===== config.mk =====
export PLATFORM = sky130hd
export DESIGN_NAME = rc_parser
export DESIGN_NICKNAME = d
export VERILOG_FILES = /design/src/rtl/rc_parser.sv
export SDC_FILE = /design/constraint.sdc
export NUM_CORES = 1
export LEC_CHECK = 0
export CORE_AREA = 2 2 256 258
export CTS_BUF_LIST = sky130_fd_sc_hd__clkbuf_16
export DETAILED_ROUTE_END_ITERATION = 10
export DIE_AREA = 0 0 258 260
export PLACE_DENSITY_LB_ADDON = 0.2
export REMOVE_ABC_BUFFERS = 1
export SLEW_MARGIN = 25
export SYNTH_ARGS = -nofsm -noshare
export SYNTH_HDL_FRONTEND = slang
export SYNTH_SLANG_ARGS = --single-unit

===== constraint.sdc =====
create_clock -name clk -period 2.5 [get_ports clk]
set_clock_uncertainty 0.1 [all_clocks]
set_input_delay 0.25 -clock clk [delete_from_list [all_inputs] [get_ports clk]]
set_output_delay 0.25 -clock clk [all_outputs]
set_load 0.02 [all_outputs]

===== src/rtl/rc_parser.sv =====
// Requester Completion parser: decodes the 96-bit RC descriptor and realigns payload to DW0-aligned beats.
// Optional feature: define RC_ERR_CNT_EN to add the saturating cpl_err_cnt error counter port.
module rc_parser #(
    parameter int DATA_WIDTH = 256
) (
    input  logic                    clk,
    input  logic                    rst,
    input  logic [DATA_WIDTH-1:0]   m_axis_rc_tdata,
    input  logic                    m_axis_rc_tvalid,
    input  logic [74:0]             m_axis_rc_tuser,
    input  logic [7:0]              m_axis_rc_tkeep,
    input  logic                    m_axis_rc_tlast,
    output logic                    m_axis_rc_tready,
    output logic [DATA_WIDTH-1:0]   cpl_payload,
    output logic [7:0]              cpl_dw_keep,
    output logic                    cpl_valid,
    output logic                    cpl_sop,
    output logic                    cpl_last,
    output logic [7:0]              cpl_tag,
    output logic [10:0]             cpl_dw_count,
    output logic [12:0]             cpl_byte_count,
    output logic [3:0]              cpl_error_code,
    output logic [2:0]              cpl_status,
    output logic                    cpl_req_done,
    output logic                    cpl_poisoned,
    input  logic                    cpl_ready
`ifdef RC_ERR_CNT_EN
    ,
    output logic [15:0]             cpl_err_cnt
`endif
);

    typedef enum logic [1:0] {ST_IDLE, ST_BODY, ST_FLUSH} state_t;

    function automatic logic [3:0] cnt_ones(input logic [7:0] v);
        logic [3:0] c;
        c = '0;
        for (int i = 0; i < 8; i++) c = c + {3'b000, v[i]};
        return c;
    endfunction

    function automatic logic [7:0] keep_mask(input logic [3:0] n);
        logic [7:0] m;
        m = '0;
        for (int i = 0; i < 8; i++) if (i < int'(n)) m[i] = 1'b1;
        return m;
    endfunction

    state_t          state_q, state_d;
    logic [159:0]    hold_q, hold_d;
    logic [3:0]      hold_cnt_q, hold_cnt_d;
    logic            sop_pend_q, sop_pend_d;
    logic            en_q;

    logic [255:0]    payload_q, payload_raw_d, payload_d;
    logic [7:0]      keep_q, keep_d;
    logic            valid_q, valid_d;
    logic            sop_q, sop_d, last_q, last_d;
    logic [7:0]      tag_q, tag_d;
    logic [10:0]     dwc_q, dwc_d;
    logic [12:0]     bc_q, bc_d;
    logic [3:0]      err_q, err_d;
    logic [2:0]      st_q, st_d;
    logic            done_q, done_d, poison_q, poison_d;

    logic            out_free, tready, accept;
    logic [3:0]      cnt_hi, cnt_lo;
    logic [255:0]    keep_bits;

    assign out_free = ~valid_q | cpl_ready;
    assign tready   = en_q & ~rst & (state_q != ST_FLUSH) & out_free;
    assign accept   = m_axis_rc_tvalid & tready;
    assign cnt_hi   = cnt_ones({3'b000, m_axis_rc_tkeep[7:3]});
    assign cnt_lo   = cnt_ones({5'b00000, m_axis_rc_tkeep[2:0]});

    // Lanes outside keep are forced to zero so downstream never sees stale DWs.
    for (genvar gi = 0; gi < 8; gi++) begin : g_keep_bits
        assign keep_bits[gi*32 +: 32] = {32{keep_d[gi]}};
    end
    assign payload_d = payload_raw_d & keep_bits;

    always_comb begin
        state_d       = state_q;
        hold_d        = hold_q;
        hold_cnt_d    = hold_cnt_q;
        sop_pend_d    = sop_pend_q;
        valid_d       = valid_q & ~cpl_ready;
        payload_raw_d = payload_q;
        keep_d        = keep_q;
        sop_d         = sop_q;
        last_d        = last_q;
        tag_d         = tag_q;
        dwc_d         = dwc_q;
        bc_d          = bc_q;
        err_d         = err_q;
        st_d          = st_q;
        done_d        = done_q;
        poison_d      = poison_q;
        case (state_q)
            ST_IDLE: begin
                if (accept) begin
                    tag_d      = m_axis_rc_tdata[71:64];
                    dwc_d      = m_axis_rc_tdata[42:32];
                    bc_d       = m_axis_rc_tdata[28:16];
                    err_d      = m_axis_rc_tdata[15:12];
                    st_d       = m_axis_rc_tdata[45:43];
                    done_d     = m_axis_rc_tdata[30];
                    poison_d   = m_axis_rc_tdata[46];
                    hold_d     = m_axis_rc_tdata[255:96];
                    hold_cnt_d = cnt_hi;
                    if (m_axis_rc_tlast) begin
                        valid_d       = 1'b1;
                        payload_raw_d = {96'b0, m_axis_rc_tdata[255:96]};
                        keep_d        = keep_mask(cnt_hi);
                        sop_d         = 1'b1;
                        last_d        = 1'b1;
                        hold_cnt_d    = '0;
                    end else begin
                        sop_pend_d = 1'b1;
                        state_d    = ST_BODY;
                    end
                end
            end
            ST_BODY: begin
                if (accept) begin
                    valid_d       = 1'b1;
                    payload_raw_d = {m_axis_rc_tdata[95:0], hold_q};
                    sop_d         = sop_pend_q;
                    sop_pend_d    = 1'b0;
                    hold_d        = m_axis_rc_tdata[255:96];
                    hold_cnt_d    = cnt_hi;
                    keep_d        = 8'hFF;
                    last_d        = 1'b0;
                    if (m_axis_rc_tlast && !m_axis_rc_tkeep[3]) begin
                        keep_d     = keep_mask(4'd5 + cnt_lo);
                        last_d     = 1'b1;
                        hold_cnt_d = '0;
                        state_d    = ST_IDLE;
                    end else if (m_axis_rc_tlast) begin
                        state_d = ST_FLUSH;
                    end
                end
            end
            ST_FLUSH: begin
                if (out_free) begin
                    valid_d       = 1'b1;
                    payload_raw_d = {96'b0, hold_q};
                    keep_d        = keep_mask(hold_cnt_q);
                    sop_d         = 1'b0;
                    last_d        = 1'b1;
                    hold_cnt_d    = '0;
                    state_d       = ST_IDLE;
                end
            end
            default: state_d = ST_IDLE;
        endcase
    end

    always_ff @(posedge clk) begin
        if (rst) begin
            state_q    <= ST_IDLE;
            hold_q     <= '0;
            hold_cnt_q <= '0;
            sop_pend_q <= 1'b0;
            en_q       <= 1'b0;
            payload_q  <= '0;
            keep_q     <= '0;
            valid_q    <= 1'b0;
            sop_q      <= 1'b0;
            last_q     <= 1'b0;
            tag_q      <= '0;
            dwc_q      <= '0;
            bc_q       <= '0;
            err_q      <= '0;
            st_q       <= '0;
            done_q     <= 1'b0;
            poison_q   <= 1'b0;
        end else begin
            state_q    <= state_d;
            hold_q     <= hold_d;
            hold_cnt_q <= hold_cnt_d;
            sop_pend_q <= sop_pend_d;
            en_q       <= 1'b1;
            payload_q  <= payload_d;
            keep_q     <= keep_d;
            valid_q    <= valid_d;
            sop_q      <= sop_d;
            last_q     <= last_d;
            tag_q      <= tag_d;
            dwc_q      <= dwc_d;
            bc_q       <= bc_d;
            err_q      <= err_d;
            st_q       <= st_d;
            done_q     <= done_d;
            poison_q   <= poison_d;
        end
    end

`ifdef RC_ERR_CNT_EN
    logic [15:0] err_cnt_q;
    logic        err_hit;

    // tuser[42] flags a discontinued completion from the core.
    assign err_hit = accept && (state_q == ST_IDLE) &&
                     ((m_axis_rc_tdata[45:43] != 3'b000) || (m_axis_rc_tdata[15:12] != 4'h0) ||
                      m_axis_rc_tuser[42]);

    always_ff @(posedge clk) begin
        if (rst) begin
            err_cnt_q <= '0;
        end else if (err_hit && (err_cnt_q != 16'hFFFF)) begin
            err_cnt_q <= err_cnt_q + 16'd1;
        end
    end
    assign cpl_err_cnt = err_cnt_q;
`endif

    logic unused_bits;
    assign unused_bits = ^{m_axis_rc_tuser, m_axis_rc_tdata[95:72], m_axis_rc_tdata[63:47],
                           m_axis_rc_tdata[31], m_axis_rc_tdata[29], m_axis_rc_tdata[11:0]};

    assign m_axis_rc_tready = tready;
    assign cpl_payload      = payload_q;
    assign cpl_dw_keep      = keep_q;
    assign cpl_valid        = valid_q;
    assign cpl_sop          = sop_q;
    assign cpl_last         = last_q;
    assign cpl_tag          = tag_q;
    assign cpl_dw_count     = dwc_q;
    assign cpl_byte_count   = bc_q;
    assign cpl_error_code   = err_q;
    assign cpl_status       = st_q;
    assign cpl_req_done     = done_q;
    assign cpl_poisoned     = poison_q;

endmodule


==> impl_summary.log, run 1 <==
INFO  metric run_status = complete, no violations
INFO  metric timing_hold_violations_final = 0
INFO  metric drtPass1Iterations = 8
INFO  metric post_route_cell_area = 27600 um^2
INFO  metric synth_edf_count = 0
INFO  metric period_utilisation_layout = 96.7%
INFO  metric clockBufferDepth = 3
INFO  metric clock_insertion_delay_worst_skew = 0.59 ns
INFO  metric drt.antenna.violating_nets = 0
INFO  metric synth.yosys.warnings = 0
INFO  metric ys_ff_latch = 475
INFO  metric grt_antenna_before_repair = 6
INFO  metric power.density_cell_area = 621 nW/um^2
INFO  metric postRouteWirelength = 73200 um
INFO  metric timing.setup.critical_path_class = input pin to register
INFO  metric setup_viol = 0
INFO  metric area_growth = 55.1%
INFO  metric multi_input_area = 7560 um^2
INFO  metric yosys.area.top_type = sky130_fd_sc_hd__dfxtp_1
INFO  metric clock_power_share = 45.3%
INFO  metric die-height = 260 um
INFO  metric slew-limit-headroom = 36.1%
INFO  metric portion_of_the_post_synthesis_area_used_by_sequential_elements = 53.3%
INFO  metric startpoint_type = input pin
INFO  metric grt_setup_unrepaired = false
INFO  metric synthesis.area_per_instance = 8.87 um^2
INFO  metric timing_max_transition_violations_final = 0
INFO  metric ir_worst_vdd = 0.000447 V
INFO  metric routed_via_density = 5.25
INFO  metric synth_ff_type = sky130_fd_sc_hd__dfxtp_1
INFO  metric max_clock_freq = 414 MHz
INFO  metric yosys-mux-area-fraction = 0.112%
INFO  metric timing_worst_slew_pin_value = 0.959 ns
INFO  metric die_area = 67100 um^2
INFO  metric final_stage_net_count = 2956
INFO  metric placeableCoreArea = 64100 um^2
INFO  metric netlist_instances = 2009
INFO  metric ff_latch_area = 9510 um^2
INFO  metric finalCoreUtilization = 43.1%
INFO  metric hpwlAfterDp = 48300 um
INFO  metric fin_total_pwr = 17.2 mW
INFO  metric synthesis.area = 17800 um^2
INFO  metric clkTransAtPathRegs = 0.06 ns
INFO  metric placementRows = 93
INFO  metric cts_root_buffer = sky130_fd_sc_hd__clkbuf_16
INFO  metric timing.hold.worst.class = input pin to register
INFO  metric die_w = 258 um
INFO  metric wire_per_inst = 20.9 um
INFO  metric total_cts_buffers = 54
INFO  metric post_synth_num_cell_types = 51
INFO  metric fin_hold_ws = 0.131 ns
INFO  metric grt-ovfl-total = 0
INFO  metric pin_count_of_the_biggest_net_entering_global_routing = 93
INFO  metric combinational_share_of_power = 9.4%
INFO  metric finalWorstPathRequiredPeriod = 2.42 ns
INFO  metric max_cap_violations = 0
INFO  metric grt_util_all_layers = 20.3%
INFO  metric final_cell_mix = sky130_fd_sc_hd__clkdlybuf4s50_1 (572), sky130_fd_sc_hd__dfxtp_1 (475), sky130_fd_sc_hd__nand2_1 (413)
INFO  metric cellInternalPower = 13.1 mW
INFO  metric number_of_remaining_drc_errors = 0
INFO  metric io_pins = 653
INFO  metric first_pass_grt_wire_length = 107000 um
INFO  metric synth-adder-area-share = 1.04%
INFO  metric initial_utilization = 27.8%
INFO  metric htreeDepth = 2
INFO  metric first_global_vias = 17800
INFO  metric port_buffer_cells = 577
INFO  metric postPlaceCellArea = 25500 um^2
INFO  metric power.net_switching = 4.09 mW
INFO  metric synth-compound-area-share = 24.5%
INFO  metric critical_path_required = 2.88 ns
INFO  metric synth_top_family_by_area = compound AO/OA/AOI/OAI gates
INFO  metric swShare = 23.8%
INFO  metric crit_path_end_kind = register
INFO  metric synthTopCellsByArea = sky130_fd_sc_hd__dfxtp_1 (53%), sky130_fd_sc_hd__nand2_1 (8.7%), sky130_fd_sc_hd__a21oi_1 (7.0%), sky130_fd_sc_hd__a221oi_1 (6.6%), sky130_fd_sc_hd__a222oi_1 (5.2%)
INFO  metric share_of_the_synthesized_area_in_the_top_cell_type = 53.3%
INFO  metric initialDrtViolationCount = 1820
INFO  metric synth_async_sr_flop_share = 0%
INFO  metric synth_simple_gate_area_share = 15.8%
INFO  metric tritoncts_clock_tree = yes
INFO  metric sequentialPowerShare = 45.3%
INFO  metric route.vias.total = 18300
INFO  metric final_common_cell = sky130_fd_sc_hd__clkdlybuf4s50_1
INFO  metric worst-endpoint-arrival = 2.80 ns
INFO  metric fillers = 6199
INFO  metric power_leakage = 9.37 nW
INFO  metric synth-xor-area-share = 0%
INFO  metric crit_fanout = 8
INFO  metric gp_routability_congestion = 0.835
INFO  metric final_layout_size_suffix_gt1_share = 9.70%
INFO  metric cts_num_sinks = 475
==> state kept, by name, indices dropped and copies added (netlist names), 2 cells and up <==
| signal | cells |
|---|---|
| cpl_payload | 256 |
| hold_q | 160 |
| cpl_byte_count | 13 |
| cpl_dw_count | 11 |
| cpl_dw_keep | 8 |
| cpl_tag | 8 |
| cpl_error_code | 4 |
| cpl_status | 3 |
| hold_cnt_q | 3 |
| state_q | 2 |
==> worst max-delay path, cell delays in order <==
cell and delay, ns:
sky130_fd_sc_hd__dlygate4sd2_1 0.25, sky130_fd_sc_hd__fa_1 0.58, sky130_fd_sc_hd__inv_2 0.05, sky130_fd_sc_hd__fa_2 0.35, sky130_fd_sc_hd__inv_2 0.08, sky130_fd_sc_hd__ha_4 0.20
sky130_fd_sc_hd__nand2b_4 0.14, sky130_fd_sc_hd__nor2_2 0.09, sky130_fd_sc_hd__o22ai_2 0.09, sky130_fd_sc_hd__a22oi_2 0.21, sky130_fd_sc_hd__buf_12 0.16, sky130_fd_sc_hd__bufbuf_16 0.28
sky130_fd_sc_hd__nor3_1 0.05
==> cells in the mapped netlist (all sizes together), types with 2 or more instances <==
master and count:
a21oi 249, a221oi 134, a222oi 92, a22oi 100, a31oi 4, a32oi 3
and3b 2, buf 93, clkbuf 94, dfxtp 475, fa 3, ha 10
inv 29, mux2i 2, nand2 413, nand2b 4, nand3 4, nand3b 2
nand4 2, nor2 173, nor3 75, nor4 4, o2111ai 2, o21ai 13
o22ai 5, o31ai 3, or2 3, or3 3
==> path summary, 6_finish.rpt <==
check	startpoint	to	slack, ns	cells after the start
worst min register to register	cpl_byte_count[11]	cpl_byte_count[11]	0.36	2
worst max-delay path	m_axis_rc_tkeep[4]	cpl_payload[12]	0.08	13
worst max register to register	state_q[0]	cpl_payload[216]	0.10	11
worst min-delay path	m_axis_rc_tdata[36]	cpl_dw_count[4]	0.13	3
==> repair_timing <==
item | CTS | global route
pin swaps | 2 | 11
hold endpoints to repair | 1 | 0
hold buffers | 1 | 0
gates resized for setup | 12 | 16
cloned | 3 | 3
buffers inserted | 2 | 15
endpoints found under the setup margin | 150 | 226
==> final cells by class <==
| class | count | area share, % |
|---|---|---|
| flip-flops and latches | 475 | 34.4 |
| repair buffers | 721 | 27.8 |
| multi-input cells | 1318 | 27.3 |
| clock buffers | 55 | 4.98 |
| well taps | 855 | 3.87 |
| clock inverters | 42 | 1.25 |
| inverters | 29 | 0.394 |
| diodes | 1 | 0.00905 |
==> logic make-up after synthesis <==
| group | after synthesis |
|---|---|
| compound gates | 612 |
| mux | 2 |
| buf+inv | 216 |
| fa+ha+maj | 13 |
| flops | 475 |
| simple gates | 691 |
==> routing by layer <==
metal	share of wire, %	track usage, %
met3	8.1	5.39
met4	2.1	5.23
met2	48	33.8
met1	42	25.9
met5	0.085	0
==> stage by stage <==
step | TNS, ns | instances | setup WS (ns)
global route | 0 | 3496 | 0.00165
detailed placement | -123.03 | 3374 | -0.763
finish | 0 | 3496 | 0.0828
global placement | -125.47 | 3374 | -0.781
floorplan | -2429.67 | 1822 | -7.69
CTS | 0 | 3477 | 0.00374
==> power groups by stage <==
stage | sequential, mW | clock, mW | combinational, mW
final | 7.77 | 7.78 | 1.62
after CTS | 7.77 | 7.99 | 1.59
after global routing | 7.78 | 8.29 | 1.74
after floorplan | 7.95 | 0 | 0.494
after detailed placement | 7.93 | 0 | 1.53
after global placement | 7.93 | 0 | 1.52
No activity file was read; power rests on OpenSTA's default activity.
==> run 2: changes to the inputs <==
--- a/config.mk
+++ b/config.mk
@@ -11,7 +11,6 @@
 export DIE_AREA = 0 0 258 260
 export PLACE_DENSITY_LB_ADDON = 0.2
 export REMOVE_ABC_BUFFERS = 1
-export SLEW_MARGIN = 25
 export SYNTH_ARGS = -nofsm -noshare
 export SYNTH_HDL_FRONTEND = slang
 export SYNTH_SLANG_ARGS = --single-unit
==> results of run 2 <==
No change in the layout: final DEF, timing and power equal those of run 1.
